--- config.mk ---
export PLATFORM = sky130hd
export DESIGN_NAME = thumb_encoder
export DESIGN_NICKNAME = d
export VERILOG_FILES = /design/src/rtl/thumb_encoder.sv
export SDC_FILE = /design/constraint.sdc
export NUM_CORES = 1
export LEC_CHECK = 0
export ABC_AREA = 1
export CAP_MARGIN = 10
export CORE_AREA = 2 2 96 98
export CTS_CLUSTER_DIAMETER = 150
export DETAILED_ROUTE_END_ITERATION = 10
export DIE_AREA = 0 0 98 100
export PLACE_DENSITY = 0.78
export SETUP_SLACK_MARGIN = 0.4
export SLEW_MARGIN = 25
export SYNTH_ARGS = -nofsm -noshare
export SYNTH_HDL_FRONTEND = slang
export SYNTH_SLANG_ARGS = --single-unit
--- constraint.sdc ---
create_clock -name clk -period 3.9 [get_ports clk]
set_input_delay 0.78 -clock clk [delete_from_list [all_inputs] [get_ports clk]]
set_output_delay 0.78 -clock clk [all_outputs]
set_load 0.05 [all_outputs]
--- src/rtl/thumb_encoder.sv ---
// Micro-op to Thumb-16 encoder: one request in, one or more halfwords out.
// Wide MOV immediates expand into a MOV/LSL/ADD sequence.
module thumb_encoder (
    input  logic        clk,
    input  logic        reset,
    input  logic        req_valid,
    output logic        req_ready,
    input  logic [4:0]  req_uop,
    input  logic [2:0]  req_rd,
    input  logic [2:0]  req_rn,
    input  logic [2:0]  req_rm,
    input  logic        req_use_imm,
    input  logic [31:0] req_imm,
    input  logic [3:0]  req_cond,
    output logic        out_valid,
    input  logic        out_ready,
    output logic [15:0] out_instr,
    output logic        out_last,
    output logic        err
);

    localparam logic [4:0] UOP_B   = 5'd0;
    localparam logic [4:0] UOP_ADD = 5'd1;
    localparam logic [4:0] UOP_SUB = 5'd2;
    localparam logic [4:0] UOP_EOR = 5'd4;
    localparam logic [4:0] UOP_CMP = 5'd5;
    localparam logic [4:0] UOP_LSL = 5'd6;
    localparam logic [4:0] UOP_MOV = 5'd8;
    localparam logic [4:0] UOP_STR = 5'd9;
    localparam logic [4:0] UOP_LDR = 5'd10;

    typedef enum logic {
        IDLE,
        EMIT
    } state_t;

    state_t      state;
    logic [31:0] imm_q;
    logic [2:0]  rd_q;
    logic [1:0]  idx;
    logic        step;

    logic [15:0] enc;
    logic        bad;
    logic        expand;
    logic [1:0]  k;
    logic [7:0]  top_byte;
    logic [7:0]  cur_byte;
    logic        lt256;
    logic        lt8;
    logic        lt32;
    logic        b_ok;
    logic        bc_ok;
    logic        is_sub;

    assign req_ready = (state == IDLE) && !reset;

    assign lt256  = (req_imm[31:8] == 24'd0);
    assign lt8    = (req_imm[31:3] == 29'd0);
    assign lt32   = (req_imm[31:5] == 27'd0);
    assign b_ok   = (&req_imm[31:10]) || !(|req_imm[31:10]);
    assign bc_ok  = (&req_imm[31:7]) || !(|req_imm[31:7]);
    assign is_sub = (req_uop == UOP_SUB);

    // Index of the most significant nonzero byte; only meaningful above 255.
    always_comb begin
        k        = 2'd1;
        top_byte = req_imm[15:8];
        if (req_imm[31:24] != 8'd0) begin
            k        = 2'd3;
            top_byte = req_imm[31:24];
        end else if (req_imm[23:16] != 8'd0) begin
            k        = 2'd2;
            top_byte = req_imm[23:16];
        end
    end

    always_comb begin
        cur_byte = imm_q[7:0];
        case (idx)
            2'd0: cur_byte = imm_q[7:0];
            2'd1: cur_byte = imm_q[15:8];
            2'd2: cur_byte = imm_q[23:16];
            2'd3: cur_byte = imm_q[31:24];
            default: cur_byte = imm_q[7:0];
        endcase
    end

    always_comb begin
        enc    = 16'h0000;
        bad    = 1'b0;
        expand = 1'b0;
        case (req_uop)
            UOP_ADD, UOP_SUB: begin
                if (!req_use_imm) begin
                    enc = {(is_sub ? 7'b0001101 : 7'b0001100),
                           req_rm, req_rn, req_rd};
                end else if (req_rd == req_rn && lt256) begin
                    enc = {(is_sub ? 5'b00111 : 5'b00110),
                           req_rd, req_imm[7:0]};
                end else if (lt8) begin
                    enc = {(is_sub ? 7'b0001111 : 7'b0001110),
                           req_imm[2:0], req_rn, req_rd};
                end else begin
                    bad = 1'b1;
                end
            end
            UOP_MOV: begin
                if (!req_use_imm) begin
                    enc = {10'b0000000000, req_rm, req_rd};
                end else if (lt256) begin
                    enc = {5'b00100, req_rd, req_imm[7:0]};
                end else begin
                    expand = 1'b1;
                end
            end
            UOP_LSL: begin
                if (lt32) enc = {5'b00000, req_imm[4:0], req_rm, req_rd};
                else      bad = 1'b1;
            end
            UOP_CMP: begin
                if (lt256) enc = {5'b00101, req_rn, req_imm[7:0]};
                else       bad = 1'b1;
            end
            UOP_EOR: begin
                enc = {10'b0100000001, req_rm, req_rd};
            end
            UOP_STR: begin
                if (lt32) enc = {5'b01100, req_imm[4:0], req_rn, req_rd};
                else      bad = 1'b1;
            end
            UOP_LDR: begin
                if (lt32) enc = {5'b01101, req_imm[4:0], req_rn, req_rd};
                else      bad = 1'b1;
            end
            UOP_B: begin
                if (req_cond == 4'b1111) begin
                    bad = 1'b1;
                end else if (req_cond == 4'b1110) begin
                    if (b_ok) enc = {5'b11100, req_imm[10:0]};
                    else      bad = 1'b1;
                end else begin
                    if (bc_ok) enc = {4'b1101, req_cond, req_imm[7:0]};
                    else       bad = 1'b1;
                end
            end
            default: bad = 1'b1;
        endcase
    end

    always_ff @(posedge clk) begin
        if (reset) begin
            state     <= IDLE;
            out_valid <= 1'b0;
            out_instr <= 16'h0000;
            out_last  <= 1'b0;
            err       <= 1'b0;
            imm_q     <= 32'd0;
            rd_q      <= 3'd0;
            idx       <= 2'd0;
            step      <= 1'b0;
        end else begin
            err <= 1'b0;
            case (state)
                IDLE: begin
                    if (req_valid) begin
                        if (bad) begin
                            err <= 1'b1;
                        end else if (expand) begin
                            out_valid <= 1'b1;
                            out_instr <= {5'b00100, req_rd, top_byte};
                            out_last  <= 1'b0;
                            imm_q     <= req_imm;
                            rd_q      <= req_rd;
                            idx       <= k - 2'd1;
                            step      <= 1'b0;
                            state     <= EMIT;
                        end else begin
                            out_valid <= 1'b1;
                            out_instr <= enc;
                            out_last  <= 1'b1;
                            state     <= EMIT;
                        end
                    end
                end
                EMIT: begin
                    if (out_ready) begin
                        if (out_last) begin
                            out_valid <= 1'b0;
                            out_last  <= 1'b0;
                            idx       <= 2'd0;
                            step      <= 1'b0;
                            state     <= IDLE;
                        end else if (!step) begin
                            // LSL rd, rd, #8 ahead of byte[idx]
                            out_instr <= {5'b00000, 5'd8, rd_q, rd_q};
                            out_last  <= (cur_byte == 8'd0) && (idx == 2'd0);
                            if (cur_byte != 8'd0) step <= 1'b1;
                            else                  idx  <= idx - 2'd1;
                        end else begin
                            out_instr <= {5'b00110, rd_q, cur_byte};
                            out_last  <= (idx == 2'd0);
                            step      <= 1'b0;
                            idx       <= idx - 2'd1;
                        end
                    end
                end
                default: state <= IDLE;
            endcase
        end
    end

endmodule

Yosys cells after proc, flatten, opt, wreduce, memory -nomap -nowiden
Cells that the tools add are included.

Register bits after elaboration: 58. Bits in latches: 0. Memory bits (writable): 0. Memory bits (read-only): 0. Input bits: 55. Output and inout bits: 20. Logic and storage cells: 141. Memories: 0.

Add/subtract/negate cells: 2. Multiply operators: 0. Divide/modulo/power cells: 0. Magnitude comparators: 0. Equality and inequality tests: 21. Shift-type cells: 0. Muxes and demuxes: 75. Bitwise operators: 3. Reduce and logical (&&, ||, !) cells: 31.

Operator list (count): 16-bit 2-to-1 mux (9); 16-bit one-hot mux with 8 select lines (1); 14-bit 2-to-1 mux (6); 1-bit 2-to-1 mux (36); 16-bit one-hot mux with 2 select lines (1); 8-bit one-hot mux with 4 select lines (1); 15-bit 2-to-1 mux (2); 29-bit logical NOT (1); 27-bit logical NOT (1); 25-bit AND reduction (1); 25-bit OR reduction (1); 24-bit logical NOT (1); 8-bit nonzero test (3); 22-bit AND reduction (1); 22-bit OR reduction (1); 2-bit 2-to-1 mux (9); 8-bit 2-to-1 mux (2); 4-bit AND reduction (4); 5-bit by 3-bit equality test with 1-bit output, second input constant (3); 5-bit by 4-bit equality test with 1-bit output, second input constant (3); 13-bit 2-to-1 mux (1); 2-bit != test, second input constant (6); 11-bit 2-to-1 mux (1); 4-bit equality test, second input constant (2); other kinds (21) (35).

Depth between registers and ports, before layout
Depth in word-level cells: 11. Mapped depth: 16.

Worst setup path before layout
OpenSTA, ideal clock, no wires.

Kind: input port to output port. From: input reset. To: output req_ready. Arrival: 1.674 ns. Required time: 3.120 ns. Setup slack: 1.446 ns. Stages on the path: 2. Cells stage by stage: clkbuf_1 nor2_1.

Longest elaborated chain between the ends: 2.

Ends and longest elaborated chain: start, declared (line 5) `input logic reset,`; 1-bit logical NOT (line 56) `assign req_ready = (state == IDLE) && !reset;`; 1-bit logical AND (line 56); end, declared (line 7) `output logic req_ready,`.

Every way passes these cells.

Final worst setup path
From: input req_imm[22]. To: register imm_q[0].

Longest elaborated chain between the ends: 9.

Ends and longest elaborated chain: start, declared (line 13) `input logic [31:0] req_imm,`; 25-bit OR reduction or 22-bit OR reduction (tied branches) (line 62, 61); 1-bit logical NOT (on tied branches) (line 62, 61); 1-bit logical OR (on tied branches) (line 62, 61); 1-bit 2-to-1 mux (on tied branches) (line 143, 140); 1-bit 2-to-1 mux (line 139) `end else if (req_cond == 4'b1110) begin`; 1-bit 2-to-1 mux (line 137) `if (req_cond == 4'b1111) begin`; 1-bit one-hot mux with 5 select lines (line 93) `case (req_uop)`; 1-bit NOT (no source line); 4-bit AND reduction (no source line) (*); end signal, assigned (line 173) `imm_q <= req_imm;`; end, declared (line 38) `logic [31:0] imm_q;`.

Every way passes the cells marked *; elsewhere a longest branch is shown, timed or not. A chain may end at the register's enable or synchronous reset.

==> flow_summary.toml <==
[synthesis]
syn_area_sq_um = 4240
syn_inst = 723
yosys_register_bits = 58
synth-seq-area-share_pct = 27.4
syn_avg_cell_area_sq_um = 5.86
synth.net_count = 783
yosysUniqueCellTypes = 36
yosys_warnings = 0

[clock_tree]
cts_hold_buffers = 0
postCtsSetupRepairBufs = 0
cts_buffers = 9
cts.sinks = 58
cts.repair.resized = 0
clkLatencyLatePin_ns = 0.35
cts_root_buf = "clkbuf_8"
path_clk_slew_ns = 0.07
cts_tree = "yes"
max-clock-path-buffers = 2
htreeDepth = 3

[place]
place_area_sq_um = 5080
gp_congestion = 1.01
dpl.cell_count = 896
dp_hpwl_microns = 11900
io_buffers = 74
place_ws_ns = 0.411

[grt]
grt_pass1_vias = 4851
overflow = 0
grt_antenna_before_repair = 0
grt_util_all_layers_pct = 31.1
grt_pass1_wl_microns = 24200
grt_max_degree = 27

[floorplanning]
chipHeight_microns = 100
start_util_pct = 47.7
die_area_sq_um = 9800
core-area_sq_um = 8890
num_rows = 35
io_pins = 75
fp.dieW_microns = 98

[sta]
period_minus_slack_ns = 3.16
hold_viol = 0
fin_ws_ns = 0.739
period_share_pct = 81.0
fmaxAchievable_mhz = 316
worstMarginPinSlew_ns = 0.651
finalSetupViolations = 0
rsz0062_at_grt = "no"
max_slew_margin_pct = 56.6
slew_violations = 0
skew_ns = 0.00772
fin_setup_tns_ns = 0

[worst_setup_path]
crit_arrival_ns = 3.42
critPathLaunch = "req_imm[22]"
path_cells = "clkdlybuf4s50_1 -> nor2_1 -> nand2_1 -> nor2_2 -> nand2_1 -> nor2_4 -> nand2_2 -> nand4_1 -> nand4_4 -> nor2_4 -> buf_4 -> o21ai_0 -> a21oi_1"
critPathMaxFanout = 18
worst-path-buf-inv = 2
worstSetupStartpointType = "input port"
r2r_start = "idx[0]"
crit_family = "simple AND/OR/NAND/NOR gates"
slowest_stage = "clkdlybuf4s50_1"
cpPeakStageDelay_ns = 0.57
crit_type = "input port to register"
cp.required_ns = 4.16
critPathCaptureType = "register"

[flow_run]
cap_violations = 0

[run_status]
outcome = "finished clean"

[routing]
vias = 5256
vias_per_cell = 5.76
drc = 0
ant_nets = 0
wire_per_inst_microns = 16.7
drt_first_pass_iters = 5
wl_microns = 15200
drtIter0Drc = 440

[worst_hold_path]
min_from = "out_instr[9]"
hold_class = "register to register"

[final_layout]
nets = 856
design_area_sq_um = 5320
mostFrequentLayoutCell = "nand2_1"
diodes = 0
syn_to_final_growth_pct = 25.4
final_cell_mix = "nand2_1 (185), nor2_1 (126), inv_1 (76)"
drive_above_1_share_pct = 5.24
instances_no_fill = 912

[pwr]
peakVddDrop_mv = 0.222
p_leak_nw = 2.28
power_density_nw_per_um2 = 306
worst paths after layout:
kind / end / slack, ns / cells past startpoint
max reg2reg: idx[1] / 1.44 / 10
max: imm_q[0] / 0.74 / 13
min: out_instr[9] / 0.47 / 2
min reg2reg: out_instr[9] / 0.47 / 2
metrics by stage:
stage | hold slack [ns] | utilization, % | total power, mW
after floorplan | 0.472 | - | 0.814
after global placement | 0.461 | 57.2 | 0.964
after detailed placement | 0.459 | 57.2 | 0.967
after CTS | 0.468 | 59.8 | 1.63
after global routing | 0.490 | 59.8 | 1.69
final | 0.466 | 59.8 | 1.63
final cells by class:
cell class / count / area (sq um)
Multi-Input combinational cell: 563 / 2660
Fill cell: 863 / 3570
Timing Repair Buffer: 85 / 823
Clock buffer: 11 / 131
Clock inverter: 5 / 103
Inverter: 79 / 297
Tap cell: 111 / 139
Sequential cell: 58 / 1160
synthesized netlist by cell type:
cell | count | area [sq um]
o21ai_1 | 2 | 10.0
o21bai_1 | 1 | 7.51
clkbuf_1 | 14 | 52.6
buf_6 | 3 | 33.8
o21ai_2 | 1 | 8.76
inv_2 | 3 | 11.3
o211ai_1 | 9 | 67.6
inv_1 | 76 | 285
nor3_4 | 1 | 16.3
nand3_1 | 43 | 215
nor4_1 | 1 | 6.26
a22o_1 | 6 | 52.6
dfxtp_1 | 58 | 1160
a21oi_1 | 68 | 340
o22ai_1 | 14 | 87.6
buf_4 | 1 | 7.51
o32ai_1 | 1 | 8.76
o21ai_0 | 64 | 320
nand2_2 | 1 | 6.26
nor2_1 | 126 | 473
nor3_1 | 2 | 10.0
a211oi_2 | 2 | 25.0
a21boi_0 | 2 | 15.0
or2_2 | 1 | 6.26
xor2_1 | 1 | 8.76
nand4_4 | 1 | 21.3
a31oi_1 | 1 | 6.26
nor2_4 | 3 | 33.8
nor2_2 | 1 | 6.26
nand2_1 | 185 | 694
nand3_2 | 1 | 10.0
nand4_1 | 15 | 93.8
buf_2 | 5 | 25.0
ha_1 | 5 | 62.6
nand2_4 | 2 | 22.5
o221ai_1 | 3 | 26.3
sequential cells by signal, summed over array words and instances (netlist names):
signal and count:
step 1, err 1, imm_q 32, out_instr 16, out_last 1, rd_q 3
idx 2, out_valid 1, state 1
power by group:
group	internal, mW	leakage (nW)	total (mW)	switching, mW
Clock	0.424	0.114	0.668	0.244
Sequential	0.609	0.469	0.620	0.0114
Combinational	0.125	1.70	0.340	0.216
layer usage:
metal / vias to the layer above / track usage (%) / routed length [microns]
li1: 2526 / - / -
met1: 2352 / 38.0 / 6120
met2: 310 / 50.2 / 6920
met3: 68 / 7.10 / 1260
met4: 0 / 19.0 / 891
met5: - / 0 / 0
cells by family after synthesis:
| group | synth area share (%) |
|---|---|
| compound gates | 23.0 |
| buf+inv | 9.80 |
| simple gates | 38.1 |
| fa+ha+maj | 1.48 |
| flops | 27.4 |
| xor+xnor | 0.207 |
tightest hold or removal path, delay by kind of cell, from the launching register on:
kind / cells / cell delay [ns]
AOI/OAI and AO/OA: 1 / 0.06
DFF: 1 / 0.31
and+or+nand+nor: 1 / 0.06
Note: power is estimated with default switching activity, not from simulation.
